`src/rtl/dsp_addsub_arbiter.sv`:
```
// Round-robin share of one external DSP add/sub among NUM_REQ requesters; DSP_ARB_PERF_EN adds perf counters.
// Latency: grant to rsp_valid is DSP_LAT+1 cycles, one operation in flight at a time.
// Backpressure: rsp_* held while rsp_ready=0; req_ready stays 0 until the response is taken.
module dsp_addsub_arbiter #(
   parameter int NUM_REQ = 4,
   parameter int DSP_LAT = 0,
   parameter int ID_W    = 2
) (
   input  logic                   clk,
   input  logic                   rst_n,
   input  logic [NUM_REQ-1:0]     req_valid,
   output logic [NUM_REQ-1:0]     req_ready,
   input  logic [NUM_REQ-1:0]     req_sub,
   input  logic [NUM_REQ*32-1:0]  req_a,
   input  logic [NUM_REQ*32-1:0]  req_b,
   output logic                   rsp_valid,
   input  logic                   rsp_ready,
   output logic [ID_W-1:0]        rsp_id,
   output logic [31:0]            rsp_data,
   output logic                   rsp_carry,
   output logic [31:0]            dsp_a,
   output logic [31:0]            dsp_b,
   output logic                   dsp_sub,
   input  logic [31:0]            dsp_result,
   input  logic                   dsp_carry
`ifdef DSP_ARB_PERF_EN
   ,
   output logic [31:0]            perf_ops,
   output logic [31:0]            perf_stall
`endif
);

   typedef enum logic [1:0] {IDLE, EXEC, RESP} state_t;

   state_t              state_q;
   logic [ID_W-1:0]     ptr_q;
   logic [1:0]          cnt_q;
   logic [31:0]         dsp_a_q, dsp_b_q, rsp_data_q;
   logic                dsp_sub_q, rsp_valid_q, rsp_carry_q;
   logic [ID_W-1:0]     rsp_id_q;

   logic [2*NUM_REQ-1:0] vld_dbl;
   logic [NUM_REQ-1:0]   vld_rot, gnt_d;
   logic [ID_W:0]        off_d, sum_d;
   logic [ID_W-1:0]      gnt_idx_d;
   logic                 found_d, grant_fire;
   logic [31:0]          sel_a, sel_b;
   logic                 sel_sub;

   // Rotate the valids so bit 0 is the requester right after the last winner.
   assign vld_dbl = {req_valid, req_valid};
   assign vld_rot = NUM_REQ'(vld_dbl >> ({1'b0, ptr_q} + (ID_W+1)'(1)));

   always_comb begin
      found_d = 1'b0;
      off_d   = '0;
      for (int k = 0; k < NUM_REQ; k++) begin
         if (!found_d && vld_rot[k]) begin
            found_d = 1'b1;
            off_d   = (ID_W+1)'(k);
         end
      end
      sum_d = {1'b0, ptr_q} + off_d + (ID_W+1)'(1);
      if (sum_d >= (ID_W+1)'(NUM_REQ)) begin
         sum_d = sum_d - (ID_W+1)'(NUM_REQ);
      end
      gnt_idx_d = sum_d[ID_W-1:0];
      gnt_d     = found_d ? (NUM_REQ'(1) << gnt_idx_d) : '0;
   end

   always_comb begin
      sel_a   = '0;
      sel_b   = '0;
      sel_sub = 1'b0;
      for (int i = 0; i < NUM_REQ; i++) begin
         if (gnt_d[i]) begin
            sel_a   = req_a[i*32 +: 32];
            sel_b   = req_b[i*32 +: 32];
            sel_sub = req_sub[i];
         end
      end
   end

   assign req_ready  = (state_q == IDLE && rst_n) ? gnt_d : '0;
   assign grant_fire = |(req_valid & req_ready);

   always_ff @(posedge clk or negedge rst_n) begin
      if (!rst_n) begin
         state_q     <= IDLE;
         ptr_q       <= ID_W'(NUM_REQ-1);
         cnt_q       <= '0;
         dsp_a_q     <= '0;
         dsp_b_q     <= '0;
         dsp_sub_q   <= 1'b0;
         rsp_valid_q <= 1'b0;
         rsp_id_q    <= '0;
         rsp_data_q  <= '0;
         rsp_carry_q <= 1'b0;
      end else begin
         case (state_q)
            IDLE: begin
               if (grant_fire) begin
                  dsp_a_q   <= sel_a;
                  dsp_b_q   <= sel_b;
                  dsp_sub_q <= sel_sub;
                  rsp_id_q  <= gnt_idx_d;
                  ptr_q     <= gnt_idx_d;
                  cnt_q     <= '0;
                  state_q   <= EXEC;
               end
            end
            EXEC: begin
               if (cnt_q == 2'(DSP_LAT)) begin
                  rsp_data_q  <= dsp_result;
                  rsp_carry_q <= dsp_carry;
                  rsp_valid_q <= 1'b1;
                  state_q     <= RESP;
               end else begin
                  cnt_q <= cnt_q + 2'd1;
               end
            end
            RESP: begin
               if (rsp_ready) begin
                  rsp_valid_q <= 1'b0;
                  state_q     <= IDLE;
               end
            end
            default: state_q <= IDLE;
         endcase
      end
   end

   assign dsp_a     = dsp_a_q;
   assign dsp_b     = dsp_b_q;
   assign dsp_sub   = dsp_sub_q;
   assign rsp_valid = rsp_valid_q;
   assign rsp_id    = rsp_id_q;
   assign rsp_data  = rsp_data_q;
   assign rsp_carry = rsp_carry_q;

`ifdef DSP_ARB_PERF_EN
   logic [31:0] perf_ops_q, perf_stall_q;

   always_ff @(posedge clk or negedge rst_n) begin
      if (!rst_n) begin
         perf_ops_q   <= '0;
         perf_stall_q <= '0;
      end else begin
         if (rsp_valid_q && rsp_ready && perf_ops_q != 32'hFFFF_FFFF) begin
            perf_ops_q <= perf_ops_q + 32'd1;
         end
         if ((|req_valid) && req_ready == '0 && perf_stall_q != 32'hFFFF_FFFF) begin
            perf_stall_q <= perf_stall_q + 32'd1;
         end
      end
   end

   assign perf_ops   = perf_ops_q;
   assign perf_stall = perf_stall_q;
`endif

endmodule

```
`config.mk`:
```
export PLATFORM = sky130hd
export DESIGN_NAME = dsp_addsub_arbiter
export DESIGN_NICKNAME = d
export VERILOG_FILES = /design/src/rtl/dsp_addsub_arbiter.sv
export SDC_FILE = /design/constraint.sdc
export NUM_CORES = 1
export LEC_CHECK = 0
export ABC_AREA = 0
export CAP_MARGIN = 20
export CORE_AREA = 2 2 159 161
export DETAILED_ROUTE_END_ITERATION = 12
export DIE_AREA = 0 0 161 163
export HOLD_SLACK_MARGIN = 0.12
export PLACE_DENSITY = 0.59
export SYNTH_ARGS = -nofsm -noshare
export SYNTH_HDL_FRONTEND = slang
export SYNTH_SLANG_ARGS = --single-unit
```
`constraint.sdc`:
```
create_clock -name clk -period 4.07 [get_ports clk]
set_input_delay 0.814 -clock clk [delete_from_list [all_inputs] [get_ports clk]]
set_output_delay 0.814 -clock clk [all_outputs]
set_load 0.02 [all_outputs]
```
==> results.json <==
{
  "p_per_area_mw_per_mm2": 902.5,
  "grt_first_pass_wirelength_mm": 45.68,
  "diodes": 0,
  "max_freq_mhz": 260.2,
  "final_area_mm2": 0.01168,
  "final_cell_count_no_fill": 1522,
  "tightest_slew_ps": 907.0,
  "yosysTopAreaCell": "dfrtp_1",
  "required_ps": 3260,
  "maxCapViolCount": 0,
  "busiest_layer": "met2",
  "post_cts_buffers": 0,
  "track_usage_pct": 22.07,
  "synth_warnings": 0,
  "dpl_cell_area_mm2": 0.01135,
  "fin_setup_tns_ps": 0,
  "place_ws_ps": -207.2,
  "final_antenna_net_count": 0,
  "critPathLaunch": "req_valid[2]",
  "wl_per_cell_um": 19.75,
  "vias_per_cell": 5.242,
  "num_rows": 58,
  "hpwl_mm": 21.18,
  "slew_headroom_pct": 39.53,
  "clockBufferDepth": 2,
  "finClkSkew_ps": 5.540,
  "finalHoldViolCount": 0,
  "ys.flop_type": "dfrtp_1",
  "power_mw": 10.54,
  "fillerInstances": 2458,
  "io_pins": 405,
  "synth.avg_cell_area_um2": 8.354,
  "cp-start-kind": "input pin",
  "synth_edf_count": 0,
  "cp_max_fo": 4,
  "drt_iter0_drc": 474,
  "antenna_found_initial": 0,
  "syn_nets": 1137,
  "grt_max_degree": 130,
  "place_inst": 1505,
  "fp.dieH_um": 163,
  "start_util_pct": 28.27,
  "fp.coreArea_mm2": 0.02467,
  "synth.area.top_cells": "dfrtp_1 (38%), a21o_1 (14%), o21ai_0 (9.6%)",
  "cp.arrival_ps": 3030,
  "cts.sinks": 107,
  "grt_util_met1_pct": 28.20,
  "end_kind": "output pin",
  "drcViolationCount": 0,
  "rsz0062_at_grt": "no",
  "cts_tree": "built",
  "setup_ws_ps": 226.6,
  "vias": 7979,
  "port_buffers": 404,
  "overflow": 0,
  "cts-hold-fix-buffers": 0,
  "dieArea_mm2": 0.02624,
  "min_from": "rsp_id[1]$_DFFE_PN0P_",
  "grt_pass1_vias": 7975,
  "yosysSeqAreaShare_pct": 38.42,
  "final_cell_mix": "clkdlybuf4s50_1 (399), o21ai_0 (133), nand3_1 (131)",
  "synth_cell_types": 41,
  "clk_latency_ps": 350,
  "utilization_pct": 47.35,
  "clk_pin_slew_ps": 80,
  "met3_usage_pct": 4.431,
  "final_common_cell": "clkdlybuf4s50_1",
  "drv_slew": 0,
  "areaGrowthSynthToFinish_pct": 67.50,
  "status": "complete, no violations",
  "worstSetupPathType": "input pin to output pin",
  "r2r-start": "ptr_q[1]$_DFFE_PN1P_",
  "final.period_utilization_pct": 94.43,
  "syn_inst": 835,
  "routed_wl_mm": 30.06,
  "whs_ps": 495.6,
  "htree_num_levels": 3,
  "power_leakage_nw": 4.629,
  "period_needed_ps": 3843,
  "ys_async_sr_fraction_pct": 100.0,
  "setup_viol": 0,
  "global_route.usage.met2_pct": 36.87,
  "gp_congestion": 0.8251,
  "die_w_um": 161,
  "max-vdd-ir-drop_uv": 959.3,
  "ys_ff_latch": 107,
  "numCtsBuffers": 9,
  "reg2reg_slack_ps": 660,
  "synth_area_mm2": 0.006975,
  "hold_path.class": "flip-flop to flip-flop",
  "drtPass1Iterations": 7,
  "synth_top_area_share_pct": 37.67,
  "layout.nets": 1489,
  "clockRootBuffer": "clkbuf_16",
  "layout-drive-gt1-share_pct": 8.809
}
==> critical path, cell delays in order <==
cell,delay (ps)
clkdlybuf4s50_1,480
inv_1,50
o21ai_0,160
a21oi_1,80
a21oi_1,120
nand2_1,60
nand2_1,70
ha_1,250
xnor2_2,120
nor3_4,240
nor2_2,80
nor3_1,140
dlygate4sd2_1,360
==> what timing repair did <==
action | CTS | global route
gates cloned | 0 | 0
resized for setup | 6 | 11
endpoints found under the setup margin | 4 | 31
==> synthesized netlist by cell type (3+ instances only) <==
| cell | number |
|---|---|
| o21ai_0 | 134 |
| nand3_1 | 132 |
| a21o_1 | 130 |
| dfrtp_1 | 105 |
| nor3_1 | 67 |
| a31oi_1 | 64 |
| clkbuf_1 | 52 |
| mux2_2 | 34 |
| buf_2 | 17 |
| buf_1 | 14 |
| nand2_1 | 12 |
| clkbuf_2 | 10 |
| nor2_1 | 9 |
| inv_1 | 8 |
| a21oi_1 | 7 |
| mux2i_1 | 4 |
| buf_4 | 3 |
| buf_6 | 3 |
==> layer usage <==
layer	vias to the layer above	part of all wire, %
li1	3790	-
met1	3797	42
met2	345	48
met3	47	7.0
met4	0	3.1
met5	-	0
==> worst paths after layout <==
path                                              end  cells after the start
worst max-delay path                     req_ready[0]                     13
worst min-delay path            rsp_id[1]$_DFFE_PN0P_                      1
worst max register to register  dsp_a[21]$_DFFE_PN0P_                     14
worst min register to register  rsp_id[1]$_DFFE_PN0P_                      1
max in group asynchronous        dsp_a[4]$_DFFE_PN0P_                      3
min in group asynchronous       dsp_a[27]$_DFFE_PN0P_                      2
==> sequential cells by signal, summed over array words and instances, names as in the netlist, 2 cells and up <==
register and flops:
dsp_b 32, ptr_q 2, state_q 2, rsp_id 2, cnt_q 2, dsp_a 32
rsp_data 32
==> power by group <==
group | internal, mW | switching [mW]
logic | 3.28 | 4.39
clock network | 0.434 | 0.463
registers | 1.65 | 0.322
==> layout make-up <==
cell class / count / area, µm² / area share (%)
flip-flops and latches: 107 / 2680 / 22.94
repair buffers: 440 / 4377 / 37.46
inverters: 8 / 30.03 / 0.2570
clock inverters: 7 / 70.07 / 0.5997
well taps: 330 / 412.9 / 3.534
multi-input cells: 621 / 3889 / 33.28
clock buffers: 9 / 225.2 / 1.928
==> logic make-up after synthesis <==
kind of cell | count (synthesis) | synth area share [%]
AO/OA/AOI/OAI | 346 | 31.28
AND/OR/NAND/NOR | 233 | 16.90
buffers and inverters | 107 | 6.726
flip-flops | 107 | 38.42
multiplexers | 38 | 6.063
XOR/XNOR | 2 | 0.2512
adder cells (fa/ha/maj) | 2 | 0.3587
(Power assumes the default switching activity.)
==> RTL edit 1, RTL diff (same settings) <==
Change the parameter `ID_W` from 2 to 4.
--- a/src/rtl/dsp_addsub_arbiter.sv
+++ b/src/rtl/dsp_addsub_arbiter.sv
@@ -5,5 +5,5 @@
    parameter int NUM_REQ = 4,
    parameter int DSP_LAT = 0,
-   parameter int ID_W    = 2
+   parameter int ID_W    = 4
 ) (
    input  logic                   clk,
Ports: changed (resized rsp_id); port bits go from 405 to 407. No check against the original RTL was run, so the function may have changed too.
==> RTL edit 1 against the unedited design <==
The run now ends with negative setup slack left; area after synthesis down 13%; hold slack got worse by 0.0062 ns; non-clock buffer count grew 24; wire length down 21%; maximum frequency shrank 19%; highest routed layer unchanged; setup slack lost 0.88 ns; synthesized cell count fell by 53%; cell area rose by 0.34%; critical path depth up 2; first-iteration DRC count down 47%; sequential cell count rose by 2; power rose by 12%; global-route usage decreased by 4.6 points; largest power group unchanged; utilization rose by 0.16 points.
==> RTL edit 1: results <==
{
  "rrSetupSlack_ns": -0.12,
  "swShare_pct": 38.8,
  "synth_cell_types": 43,
  "first_global_vias": 5560,
  "final_nets": 1139,
  "r2r_start": "ptr_q[0]$_DFFE_PN1P_",
  "reg2reg_depth": 19,
  "whs_endpoint": "dsp_a[23]$_DFFE_PN0P_",
  "hpwl_um": 18200,
  "yosys.area_share.adder_pct": 1.15,
  "synth_compound_gate_area_share_pct": 3.07,
  "p_leak_uw": 0.00466,
  "fill_cells": 2227,
  "synth_cells": 392,
  "setup_viol": 70,
  "switching_power_uw": 4580,
  "cts_resized": 102,
  "ys_top_cells_by_area": "dfrtp_1 (44%), mux4_2 (24%), mux2_1 (9.6%)",
  "num_antenna_cells": 0,
  "synth-xor-area-share_pct": 0.289,
  "violations": "negative setup slack",
  "grt_pass1_wl_um": 34600,
  "peakVddDrop_v": 0.000804,
  "synth_common_cells": "dfrtp_1 (107), mux4_2 (65), mux2_1 (52)",
  "crit_path_start": "ptr_q[0]$_DFFE_PN1P_",
  "placed_cells": 1132,
  "path_max_fanout": 5,
  "use_met3_pct": 3.95,
  "finalSetupTns_ns": -7.13,
  "worst_slack_ns": -0.652,
  "clock_latency_ns": 0.36,
  "crit_end": "req_ready[3]",
  "finClkSkew_ns": 0.0111,
  "yosysSeqAreaShare_pct": 45.0,
  "outcome": "complete, but fails checks",
  "crit_arrival_ns": 3.91,
  "use_met1_pct": 22.0,
  "max_slew_margin_pct": 40.4,
  "routed_wl_um": 23800,
  "post-place-ws_ns": -1.45,
  "drtIter0Drc": 251,
  "grt_max_degree": 69,
  "hold_path.startpoint": "dsp_a[23]$_DFFE_PN0P_",
  "post-cts-setup-buffer-count": 15,
  "gp_congestion": 0.807,
  "cp_slowest_cell": "dfstp_2",
  "place_area_mm2": 0.0107,
  "drive_gt1_share_pct": 31.6
}
## RTL edit 1: changes by cell type in the layout (fill, tap and decap cells not counted), moves of 64 or more
cell     before  now
a21o_1      130    0
nor3_1       67    1
nand3_1     131    1
o21ai_0     133    2
mux4_2        0   65
a31oi_1      64    0
## RTL edit 1: kinds of logic (layout without fill, tap and decap cells)
kind of cell	Yosys count	count (layout)
flops	109	109
xor+xnor	2	2
mux	168	168
compound gates	25	25
simple gates	41	41
buf+inv	42	489
fa+ha+maj	5	5
## RTL edit 1: layout make-up
class | instances | area [um2] | area share [%]
Clock buffer | 9 | 225 | 1.92
Clock inverter | 7 | 75.1 | 0.640
Inverter | 9 | 33.8 | 0.288
Multi-Input combinational cell | 241 | 3510 | 29.9
Sequential cell | 109 | 2730 | 23.3
Tap cell | 330 | 413 | 3.52
Timing Repair Buffer | 464 | 4740 | 40.4
## RTL edit 1: metal layers
metal,vias up,wire length (um)
li1,2395,-
met1,2669,9370
met2,204,12700
met3,15,1470
met4,0,327
met5,-,0
==> RTL edit 2, RTL diff (config.mk and constraints unchanged) <==
Made on the original files. Re-encode `state_t` (3 states) as one-hot, 3 bits wide.
--- a/src/rtl/dsp_addsub_arbiter.sv
+++ b/src/rtl/dsp_addsub_arbiter.sv
@@ -31,5 +31,5 @@
 );
 
-   typedef enum logic [1:0] {IDLE, EXEC, RESP} state_t;
+   typedef enum logic [2:0] {IDLE = 3'b001, EXEC = 3'b010, RESP = 3'b100} state_t;
 
    state_t              state_q;
Behaviour: no difference found for any inputs over 4 cycles, from zero or initial values and one cycle with rst_n low; so few cycles prove little.
==> RTL edit 2 against the unedited design <==
Sequential power decreased by 4%; sequential share of layout area shrank 0.50 points; sequential cell count up 1; register-to-register slack improved by 0.05 ns; wire length decreased by 7.1%; power down 10%; area after synthesis increased by 3.5%; cell area is 3.2% higher; final cell count shrank 8.0%; setup slack better by 0.0059 ns; critical path type unchanged.
==> RTL edit 2: results <==
{
  "reg2reg_depth": 12,
  "clock_latency_ns": 0.36,
  "grt_pass1_wl_um": 41900,
  "gp_congestion": 0.779,
  "hpwl_um": 20900,
  "drtIter0Drc": 263,
  "dr.pass1.iters": 4,
  "yosysSeqAreaShare_pct": 37.5,
  "synth_flop_cell": "dfrtp_1",
  "clockBufferDepth": 2,
  "worst_slew_pin_slew_ns": 1.02,
  "cp_slowest_cell": "clkdlybuf4s50_1",
  "antenna_found_initial": 2,
  "max_freq_ghz": 0.261,
  "whs_path_depth": 1,
  "whs_endpoint": "rsp_id[1]$_DFFE_PN0P_",
  "whs_ns": 0.481,
  "post-place-ws_ns": -0.300,
  "synth_common_cells": "dfrtp_1 (105), mux2_2 (98), mux2i_1 (67)",
  "crit_arrival_ns": 3.02,
  "r2r_start": "ptr_q[0]$_DFFE_PN1P_",
  "crit_path_start": "req_valid[1]",
  "first_global_vias": 7201,
  "peakVddDrop_v": 0.00123,
  "routed_wl_um": 27900,
  "hold_path.startpoint": "rsp_id[1]$_DFFE_PN0P_",
  "path_max_fanout": 10,
  "routed_via_density": 5.10,
  "grt_max_degree": 85,
  "clk_pin_slew_worst_paths_ns": 0.08,
  "ys_top_cells_by_area": "dfrtp_1 (36%), mux2_2 (15%), mux2i_1 (9.3%)",
  "synth_cells": 691,
  "grt_use_total_pct": 20.5,
  "syn_nets": 993,
  "outcome": "completed",
  "p_leak_uw": 0.00547,
  "drive_gt1_share_pct": 16.7,
  "fill_cells": 2335,
  "final_nets": 1366,
  "dr_total_vias": 7149,
  "crit_end": "req_ready[1]",
  "finClkSkew_ns": 0.00961,
  "synth_cell_types": 47,
  "rrSetupSlack_ns": 0.71,
  "rr_endpoint": "cnt_q[0]$_DFFE_PN0P_"
}
RTL edit 2: logic make-up after synthesis:
| kind of cell | count (synthesis) | synth area share (%) |
|---|---|---|
| mux | 165 | 24.6 |
| compound gates | 160 | 19.9 |
| buf+inv | 148 | 8.60 |
| flops | 108 | 37.5 |
| simple gates | 105 | 8.68 |
| xor+xnor | 3 | 0.364 |
| fa+ha+maj | 2 | 0.347 |
RTL edit 2: where the power goes:
| part | internal, uW | switching (uW) |
|---|---|---|
| registers | 1600 | 307 |
| logic | 3080 | 3530 |
| clock network | 495 | 462 |
RTL edit 2: what timing repair did:
action	in CTS	in global routing
pin swaps	1	0
gates resized for setup	6	8
endpoints found under the setup margin	4	4
RTL edit 2: final cells by class:
| type | count | area share, % |
|---|---|---|
| clock inverters | 7 | 0.768 |
| well taps | 330 | 3.42 |
| repair buffers | 444 | 36.5 |
| flip-flops and latches | 108 | 22.4 |
| multi-input cells | 435 | 32.9 |
| clock buffers | 9 | 1.87 |
| inverters | 66 | 2.05 |
| diodes | 2 | 0.0415 |
RTL edit 2: worst max-delay path: cells and delay by family:
kind,cells,cell delay [ns]
buf+inv,4,1.03
fa+ha+maj,1,0.16
xor+xnor,1,0.24
compound gates,3,0.44
simple gates,3,0.33
RTL edit 2: per-stage QoR:
| step | setup TNS (ns) | instance area, um2 | total power [uW] |
|---|---|---|---|
| after floorplan | -0.0104 | 7230 | 6120 |
| after global placement | -0.904 | 11700 | 8590 |
| after detailed placement | -0.898 | 11700 | 8600 |
| after CTS | 0 | 12100 | 9610 |
| after global routing | -0.0307 | 12100 | 10100 |
| final | 0 | 12100 | 9480 |
RTL edit 2: layer usage:
layer	share of wire, %	track usage, %	vias to the layer above
met3	6.0	4.00	23
met4	1.3	5.68	0
li1	-	-	3408
met5	0	0	-
met2	51	35.6	233
met1	42	25.9	3485
